File: src/rtl/shared_reg_arb_pkg.sv
// Shared types and helpers for the shared register-bank write arbiter.
package shared_reg_arb_pkg;

  typedef enum logic [0:0] {
    ARB_IDLE  = 1'b0,
    ARB_CLEAR = 1'b1
  } arb_state_e;

  localparam int MAX_N_REQ = 8;
  localparam int MAX_DEPTH = 32;

  // Wrap-around increment over 0..n-1.
  function automatic int unsigned rr_next(input int unsigned idx, input int unsigned n);
    return (idx + 32'd1 >= n) ? 32'd0 : idx + 32'd1;
  endfunction

endpackage

File: src/rtl/shared_reg_arbiter_if.sv
// Requester write ports, clear control and read port of the shared register bank.
interface shared_reg_arbiter_if #(
  parameter int N_REQ = 4,
  parameter int WIDTH = 20,
  parameter int DEPTH = 8
);
  localparam int ADDR_W = $clog2(DEPTH);

  logic [N_REQ-1:0]        req_valid_in;
  logic [N_REQ*ADDR_W-1:0] req_addr_in;
  logic [N_REQ*WIDTH-1:0]  req_data_in;
  logic [N_REQ-1:0]        req_ready_out;
  logic                    clr_in;
  logic                    busy_out;
  logic [ADDR_W-1:0]       rd_addr_in;
  logic [WIDTH-1:0]        rd_data_out;

  modport slave (
    input  req_valid_in, req_addr_in, req_data_in, clr_in, rd_addr_in,
    output req_ready_out, busy_out, rd_data_out
  );

  modport master (
    output req_valid_in, req_addr_in, req_data_in, clr_in, rd_addr_in,
    input  req_ready_out, busy_out, rd_data_out
  );

endinterface

File: src/rtl/register.sv
// Single bank entry: write-enabled storage word with an async active-low clear.
module register #(
  parameter int WIDTH = 8
) (
  input  logic             clk_i,
  input  logic             arst_n_in,
  input  logic             we_i,
  input  logic [WIDTH-1:0] din_i,
  output logic [WIDTH-1:0] dout_o
);

  logic [WIDTH-1:0] data_q;

  always_ff @(posedge clk_i or negedge arst_n_in) begin
    if (!arst_n_in) begin
      data_q <= '0;
    end else if (we_i) begin
      data_q <= din_i;
    end
  end

  assign dout_o = data_q;

endmodule

File: src/rtl/shared_reg_arbiter_rr_pick.sv
// Combinational rotating picker: first valid index after last_i, as one-hot and index.
module rr_pick
  import shared_reg_arb_pkg::*;
#(
  parameter  int N  = 4,
  localparam int IW = $clog2(N)
) (
  input  logic [N-1:0]  valid_i,
  input  logic [IW-1:0] last_i,
  output logic [N-1:0]  grant_o,
  output logic [IW-1:0] idx_o
);

  logic [IW-1:0] cand;
  logic          found;

  always_comb begin
    grant_o = '0;
    idx_o   = '0;
    found   = 1'b0;
    cand    = last_i;
    for (int k = 0; k < N; k++) begin
      cand = IW'(rr_next(32'(cand), N));
      if (!found && valid_i[cand]) begin
        found         = 1'b1;
        grant_o[cand] = 1'b1;
        idx_o         = cand;
      end
    end
  end

endmodule

File: src/rtl/shared_reg_arbiter.sv
// Round-robin write arbiter, one-cycle write pipeline and sequential clear for a shared register bank.
// SHARED_REG_ARB_FIXED_PRIO_EN selects fixed lowest-index priority instead of round-robin.
module shared_reg_arbiter
  import shared_reg_arb_pkg::*;
#(
  parameter  int N_REQ  = 4,
  parameter  int WIDTH  = 20,
  parameter  int DEPTH  = 8,
  localparam int ADDR_W = $clog2(DEPTH)
) (
  input logic                 clk,
  input logic                 rst_in,
  shared_reg_arbiter_if.slave bus
);

  localparam int         IW      = $clog2(N_REQ);
  localparam logic [0:0] S_IDLE  = ARB_IDLE;
  localparam logic [0:0] S_CLEAR = ARB_CLEAR;

  logic [0:0]        state_q, state_d;
  logic [ADDR_W-1:0] clr_ptr_q, clr_ptr_d;
  logic              wr_pend_v_q, wr_pend_v_d;
  logic [ADDR_W-1:0] wr_pend_addr_q, wr_pend_addr_d;
  logic [WIDTH-1:0]  wr_pend_dat_q, wr_pend_dat_d;

  logic [IW-1:0]     rr_last;
  logic [N_REQ-1:0]  pick_grant;
  logic [IW-1:0]     pick_idx;
  logic              arb_en;
  logic [N_REQ-1:0]  grant;
  logic              accept;

`ifdef SHARED_REG_ARB_FIXED_PRIO_EN
  assign rr_last = IW'(N_REQ - 1);
`else
  logic [IW-1:0] last_grant_q, last_grant_d;

  assign last_grant_d = accept ? pick_idx : last_grant_q;
  assign rr_last      = last_grant_q;

  always_ff @(posedge clk) begin
    if (rst_in) begin
      last_grant_q <= IW'(N_REQ - 1);
    end else begin
      last_grant_q <= last_grant_d;
    end
  end
`endif

  rr_pick #(.N(N_REQ)) u_pick (
    .valid_i (bus.req_valid_in),
    .last_i  (rr_last),
    .grant_o (pick_grant),
    .idx_o   (pick_idx)
  );

  // A clear request in IDLE wins over every requester in that cycle.
  assign arb_en            = (state_q == S_IDLE) && !bus.clr_in && !rst_in;
  assign grant             = arb_en ? pick_grant : '0;
  assign accept            = |grant;
  assign bus.req_ready_out = grant;
  assign bus.busy_out      = (state_q == S_CLEAR);

  always_comb begin
    state_d        = state_q;
    clr_ptr_d      = clr_ptr_q;
    wr_pend_v_d    = accept;
    wr_pend_addr_d = wr_pend_addr_q;
    wr_pend_dat_d  = wr_pend_dat_q;
    if (accept) begin
      wr_pend_addr_d = bus.req_addr_in[pick_idx*ADDR_W +: ADDR_W];
      wr_pend_dat_d  = bus.req_data_in[pick_idx*WIDTH +: WIDTH];
    end
    case (state_q)
      S_IDLE: begin
        if (bus.clr_in) begin
          state_d   = S_CLEAR;
          clr_ptr_d = '0;
        end
      end
      default: begin
        clr_ptr_d = clr_ptr_q + ADDR_W'(1);
        if (clr_ptr_q == ADDR_W'(DEPTH - 1)) begin
          state_d = S_IDLE;
        end
      end
    endcase
  end

  always_ff @(posedge clk) begin
    if (rst_in) begin
      state_q     <= S_IDLE;
      clr_ptr_q   <= '0;
      wr_pend_v_q <= 1'b0;
    end else begin
      state_q     <= state_d;
      clr_ptr_q   <= clr_ptr_d;
      wr_pend_v_q <= wr_pend_v_d;
    end
  end

  always_ff @(posedge clk) begin
    wr_pend_addr_q <= wr_pend_addr_d;
    wr_pend_dat_q  <= wr_pend_dat_d;
  end

  logic [WIDTH-1:0] bank_q [DEPTH];

  // Reset and clear both zero entries through the write path; no async reset is used.
  for (genvar i = 0; i < DEPTH; i++) begin : g_bank
    logic clr_hit, wr_hit, zero_wr;

    assign clr_hit = (state_q == S_CLEAR) && (clr_ptr_q == ADDR_W'(i));
    assign wr_hit  = wr_pend_v_q && (wr_pend_addr_q == ADDR_W'(i));
    assign zero_wr = rst_in | clr_hit;

    register #(.WIDTH(WIDTH)) u_reg (
      .clk_i     (clk),
      .arst_n_in (1'b1),
      .we_i      (zero_wr | wr_hit),
      .din_i     (zero_wr ? '0 : wr_pend_dat_q),
      .dout_o    (bank_q[i])
    );
  end

  assign bus.rd_data_out = bank_q[bus.rd_addr_in];

endmodule
File: src/flat_wrapper.sv
// flat-port wrapper written by rule: the top's interface ports become plain ports
module shared_reg_arbiter_flat import shared_reg_arb_pkg::*;
#(
  parameter  int N_REQ  = 4,
  parameter  int WIDTH  = 20,
  parameter  int DEPTH  = 8,
  localparam int ADDR_W = $clog2(DEPTH)
)
  (clk, rst_in, bus_req_valid_in, bus_req_addr_in, bus_req_data_in, bus_clr_in, bus_rd_addr_in, bus_req_ready_out, bus_busy_out, bus_rd_data_out);
  shared_reg_arbiter_if #(.N_REQ(N_REQ), .WIDTH(WIDTH), .DEPTH(DEPTH)) bus_i ();
  input logic clk;
  input logic rst_in;
  input wire logic [$bits(bus_i.req_valid_in)-1:0] bus_req_valid_in;
  input wire logic [$bits(bus_i.req_addr_in)-1:0] bus_req_addr_in;
  input wire logic [$bits(bus_i.req_data_in)-1:0] bus_req_data_in;
  input wire logic [$bits(bus_i.clr_in)-1:0] bus_clr_in;
  input wire logic [$bits(bus_i.rd_addr_in)-1:0] bus_rd_addr_in;
  output wire logic [$bits(bus_i.req_ready_out)-1:0] bus_req_ready_out;
  output wire logic [$bits(bus_i.busy_out)-1:0] bus_busy_out;
  output wire logic [$bits(bus_i.rd_data_out)-1:0] bus_rd_data_out;
  assign bus_i.req_valid_in = bus_req_valid_in;
  assign bus_i.req_addr_in = bus_req_addr_in;
  assign bus_i.req_data_in = bus_req_data_in;
  assign bus_i.clr_in = bus_clr_in;
  assign bus_i.rd_addr_in = bus_rd_addr_in;
  assign bus_req_ready_out = bus_i.req_ready_out;
  assign bus_busy_out = bus_i.busy_out;
  assign bus_rd_data_out = bus_i.rd_data_out;
  shared_reg_arbiter #(.N_REQ(N_REQ), .WIDTH(WIDTH), .DEPTH(DEPTH)) u_core (.clk(clk), .rst_in(rst_in), .bus(bus_i));
endmodule
File: config.mk
export PLATFORM = sky130hd
export DESIGN_NAME = shared_reg_arbiter_flat
export DESIGN_NICKNAME = d
export VERILOG_FILES = /design/src/rtl/shared_reg_arb_pkg.sv /design/src/rtl/shared_reg_arbiter_if.sv /design/src/rtl/register.sv /design/src/rtl/shared_reg_arbiter_rr_pick.sv /design/src/rtl/shared_reg_arbiter.sv /design/src/flat_wrapper.sv
export SDC_FILE = /design/constraint.sdc
export NUM_CORES = 1
export LEC_CHECK = 0
export ABC_AREA = 1
export CAP_MARGIN = 20
export CORE_ASPECT_RATIO = 1.5
export CORE_MARGIN = 2
export CORE_UTILIZATION = 35
export CTS_CLUSTER_DIAMETER = 120
export DETAILED_ROUTE_END_ITERATION = 7
export GPL_TIMING_DRIVEN = 0
export PLACE_DENSITY = 0.6
export RECOVER_POWER = 25
export SLEW_MARGIN = 10
export SYNTH_ARGS = -nofsm -noshare
export SYNTH_HDL_FRONTEND = slang
export SYNTH_SLANG_ARGS = --single-unit
File: constraint.sdc
create_clock -name clk -period 2.6 [get_ports clk]
set_input_delay 0.26 -clock clk [delete_from_list [all_inputs] [get_ports clk]]
set_output_delay 0.26 -clock clk [all_outputs]
set_load 0.02 [all_outputs]
==> reports/results.txt <==
The congestion estimate from routability-driven global placement came to 0.830. Of the available clock period, the critical path in the final layout requires 98.6%. The run gives 0 as the number of nets with antenna violations after routing. The number of maximum-capacitance violations is 1.

The number of antenna diodes in the final layout is 0. In the synthesized netlist the async set-or-reset flop fraction comes to 0%. Data arrives at the worst endpoint at 2.75 ns.

After detailed routing, the average wire length per cell comes to 17.7 µm. For the placed wire-length estimate, the log shows 19.7 mm. The number of antenna violations at the first check in global routing was 0. The endpoint identified for the worst register-to-register timing path is u_core.wr_pend_dat_q[8]$_DFFE_PP_.

The multi-input combinational cells in the finished layout cover a total of 3450 µm². The number of standard cells after synthesis is 1010. The start point of the critical path was u_core.last_grant_q[0]$_SDFFE_PP1P_. The smallest setup slack after layout is 0.0360 ns, and the slack of the worst reg-to-reg path is 0.04 ns. The logs give 73 for the site row count and 0.480 ns for the worst hold-check slack. The via density per instance was 5.05; the maximum achievable frequency was 390 MHz. The register bit total from synthesis was 190.

The data required time at the worst endpoint was 2.79 ns. Global routing used 19.4% of the available tracks. The area of the core region came out at 26500 µm². Counting cells, the worst reg-to-reg path comes to 18. Setup total negative slack on the finished layout was measured at 0 ns. The setup slack at placement was -0.645 ns; the vertical die dimension was 205 µm.

The final count of hold timing violations came out at 0. The via count of the first global-routing pass is 7531, and the non-filler instance count after layout is 1523. Total nets after synthesis: 1126. The net count of the finished layout is 1289. The number of primary I/O pins was 127. Ranked by total cell area, the synthesized netlist is headed by sky130_fd_sc_hd__edfxtp_1 (58%), sky130_fd_sc_hd__nor2_1 (14%), sky130_fd_sc_hd__o21ai_0 (7.1%), sky130_fd_sc_hd__nand2_1 (3.4%), sky130_fd_sc_hd__o21bai_1 (2.2%).

Summed over all cells, the static leakage comes to 4.80 nW. The synthesized design spends more area on one cell type than any other, namely sky130_fd_sc_hd__edfxtp_1. The effective utilization at floorplan is 35.5%. The maximum number of buffers from clock root to sink is 2. Setup repair after global routing could not meet its margin everywhere. The first TritonRoute pass finished after 5 iterations.

Yosys mapped the design onto 27 distinct sky130hd cell types. Hold repair after CTS inserted 0 buffers. The portion of the post-synthesis area used by sequential elements was 60.0%. The count of buffers inserted at the top-level ports is 125, and the clock transition at the registers of the reported paths is 0.07 ns. The Yosys warning count is 0, and the delay of the slowest cell on the worst path is 0.35 ns. IR analysis of the VDD net gives a maximum drop of 0.000679 V.

The flow ran to the end, but the final reports show violations. After synthesis the cells add up to 9390 µm². The clock net in this run drives a total of 190 sinks. The die is 138 µm wide. The most used flip-flop cell after synthesis is sky130_fd_sc_hd__edfxtp_1.

Registers take 5640 µm². After the first detailed-routing iteration, the DRC count stood at 558. For the area after detailed placement, the log shows 11200 µm². Total detailed-routing wirelength: 27.0 mm. STA classifies the critical path startpoint as a flop.

Counting tap cells, the placed design contains a total of 1480 instances. Among all stages on the critical path, the largest delay is contributed by sky130_fd_sc_hd__dfxtp_4. STA classifies the critical path endpoint as a flop. Following the worst setup path forward leads to its endpoint at u_core.wr_pend_dat_q[8]$_DFFE_PP_. The first global-routing pass estimated 40.5 mm of wire. The run gives 0.00856 ns as the final worst clock skew. Areal power density over the cells: 978 nW/µm². The startpoint identified for the worst register-to-register timing path is u_core.last_grant_q[0]$_SDFFE_PP1P_. From synthesis to final layout, the design area changed by 30.2%. TritonCTS built the clock tree. The post-synthesis average cell area was 9.30 µm²; the worst max-slew margin expressed relative to the limit was -2.80%. The number of synthesized flops with an enable pin was 183. For the area enclosed by the die boundary, the log shows 28200 µm².

The signal on the critical path passes through buf_8, inv_8, ha_4, inv_4, nand3_1, nand2_2, inv_2, a21oi_2, nand2_4, nand2_4, buf_8, inv_8, buf_12, buf_12, nor2_1, nor2_1, o21ai_1, nand2_1. Portion of synthesized cell area occupied by the leading cell type: 58.5%. For the maximum number of pins on one net before global-route repair, the log shows 26.

Across all layers, the routed design uses 7686 vias. The number of clock buffers added by TritonCTS is 17. The path type of the worst setup path is reg2reg.

For the final max-slew violation count, the log shows 8. The final reports fail on max-capacitance violations, max-slew violations. The tightest min-delay check is of the in2reg type. In the routed design, unresolved DRC markers number 0. Counting I/O delays and the setup requirement, the final critical path takes 2.56 ns. For the pin with the worst max-slew slack, the measured transition is 1.53 ns. Maximum level of the CTS H-tree: 4.

The proportion of layout cells with a drive suffix above 1 came out at 12.5%. Clock tree synthesis selected as its root buffer the cell sky130_fd_sc_hd__clkbuf_16. For the worst-skew pair, the clock arrives at the later sink with an insertion delay of 0.43 ns.

The worst hold path depth was 3; the area of all placed cells without fillers was 12200 µm². The tools report the total overflow reported by the global router as 0. Setup violations remaining at the end of the flow were counted as 0. The filler cell count is 2540, and the worst-path maximum fanout is 12.
## kinds of logic (layout without fill, tap and decap cells)
group,after synthesis,after routing,share of synthesized area (%)
buf+inv,121,297,5.54
flops,190,190,60.0
fa+ha+maj,14,14,1.86
simple gates,474,474,19.9
compound gates,211,211,12.7
## worst max-delay path: cells and delay by family (launching register included)
family / cells / cell delay, ns
compound gates: 2 / 0.29
fa+ha+maj: 1 / 0.23
buf+inv: 8 / 0.82
flops: 1 / 0.35
simple gates: 7 / 0.61
## stage by stage
step	total power [W]	util (%)
global placement	0.00838	41.8
CTS	0.0112	45.0
global route	0.0126	46.2
floorplan	0.00713	-
finish	0.0120	46.2
detailed placement	0.00849	42.4
## registers in the layout (all words and copies together), names as in the netlist
signal                      cells
u_core.g_bank.u_reg.dout_o    160
u_core.wr_pend_dat_q           20
u_core.clr_ptr_q                3
u_core.wr_pend_addr_q           3
u_core.last_grant_q             2
u_core.bus.busy_out             1
u_core.wr_pend_v_q              1
## layout by cell type (no fill, tap or decap), drive strengths merged
cell and instances:
a21boi 1, a21oi 4, a31oi 20, buf 33, bufinv 3, clkbuf 71
clkdlybuf4s15 3, clkdlybuf4s50 103, clkinv 7, clkinvlp 3, dfxtp 7, dlygate4sd2 14
dlygate4sd3 1, edfxtp 183, ha 14, inv 59, nand2 95, nand3 18
nor2 361, o21ai 136, o21bai 28, o22ai 22
## timing repair
item,in CTS,in global routing
endpoints found under the setup margin,72,56
gates cloned,0,4
setup buffers,3,4
resized for setup,74,101
pin swaps,4,22
## worst min-delay path by stage
stage,from,endpoint,slack [ns]
after detailed placement,u_core.clr_ptr_q[0]$_SDFFE_PP0P_,u_core.clr_ptr_q[0]$_SDFFE_PP0P_,0.53
after CTS,bus_req_data_in[45],u_core.wr_pend_dat_q[5]$_DFFE_PP_,0.49
after global placement,u_core.clr_ptr_q[0]$_SDFFE_PP0P_,u_core.clr_ptr_q[0]$_SDFFE_PP0P_,0.52
final,bus_clr_in,u_core.bus.busy_out$_SDFF_PP0_,0.48
after floorplan,bus_clr_in,u_core.bus.busy_out$_SDFF_PP0_,0.40
after global routing,bus_req_data_in[45],u_core.wr_pend_dat_q[5]$_DFFE_PP_,0.49
## report_power, final
group | leakage (nW) | switching (W) | internal, W
clock | 0.286 | 0.00114 | 0.00151
sequential | 1.91 | 0.000211 | 0.00433
combinational | 2.60 | 0.00281 | 0.00195
total | 4.80 | 0.00416 | 0.00780
## Yosys cell counts, types with 4 or more instances
master,number
sky130_fd_sc_hd__a21oi_1,4
sky130_fd_sc_hd__a31oi_1,20
sky130_fd_sc_hd__buf_2,5
sky130_fd_sc_hd__clkbuf_1,52
sky130_fd_sc_hd__dfxtp_1,7
sky130_fd_sc_hd__edfxtp_1,183
sky130_fd_sc_hd__ha_1,14
sky130_fd_sc_hd__inv_1,55
sky130_fd_sc_hd__nand2_1,86
sky130_fd_sc_hd__nand2_2,6
sky130_fd_sc_hd__nand3_1,18
sky130_fd_sc_hd__nor2_1,356
sky130_fd_sc_hd__o21ai_0,133
sky130_fd_sc_hd__o21bai_1,28
sky130_fd_sc_hd__o22ai_1,22
## area by class of cell
class | instances | area share, %
repair buffers | 144 | 12.3
plain buffers | 63 | 3.04
clock inverters | 14 | 1.37
well taps | 337 | 3.45
clock buffers | 18 | 3.51
flip-flops and latches | 190 | 46.1
multi-input cells | 699 | 28.2
inverters | 58 | 1.92
## routing by layer
layer / vias to the layer above / wire [µm] / track usage [%]
met5: - / 0 / 0
met4: 0 / 880 / 7.94
met3: 48 / 1370 / 3.46
met2: 255 / 14800 / 36.1
met1: 3660 / 10000 / 21.3
li1: 3723 / - / -
(Power assumes the default switching activity.)
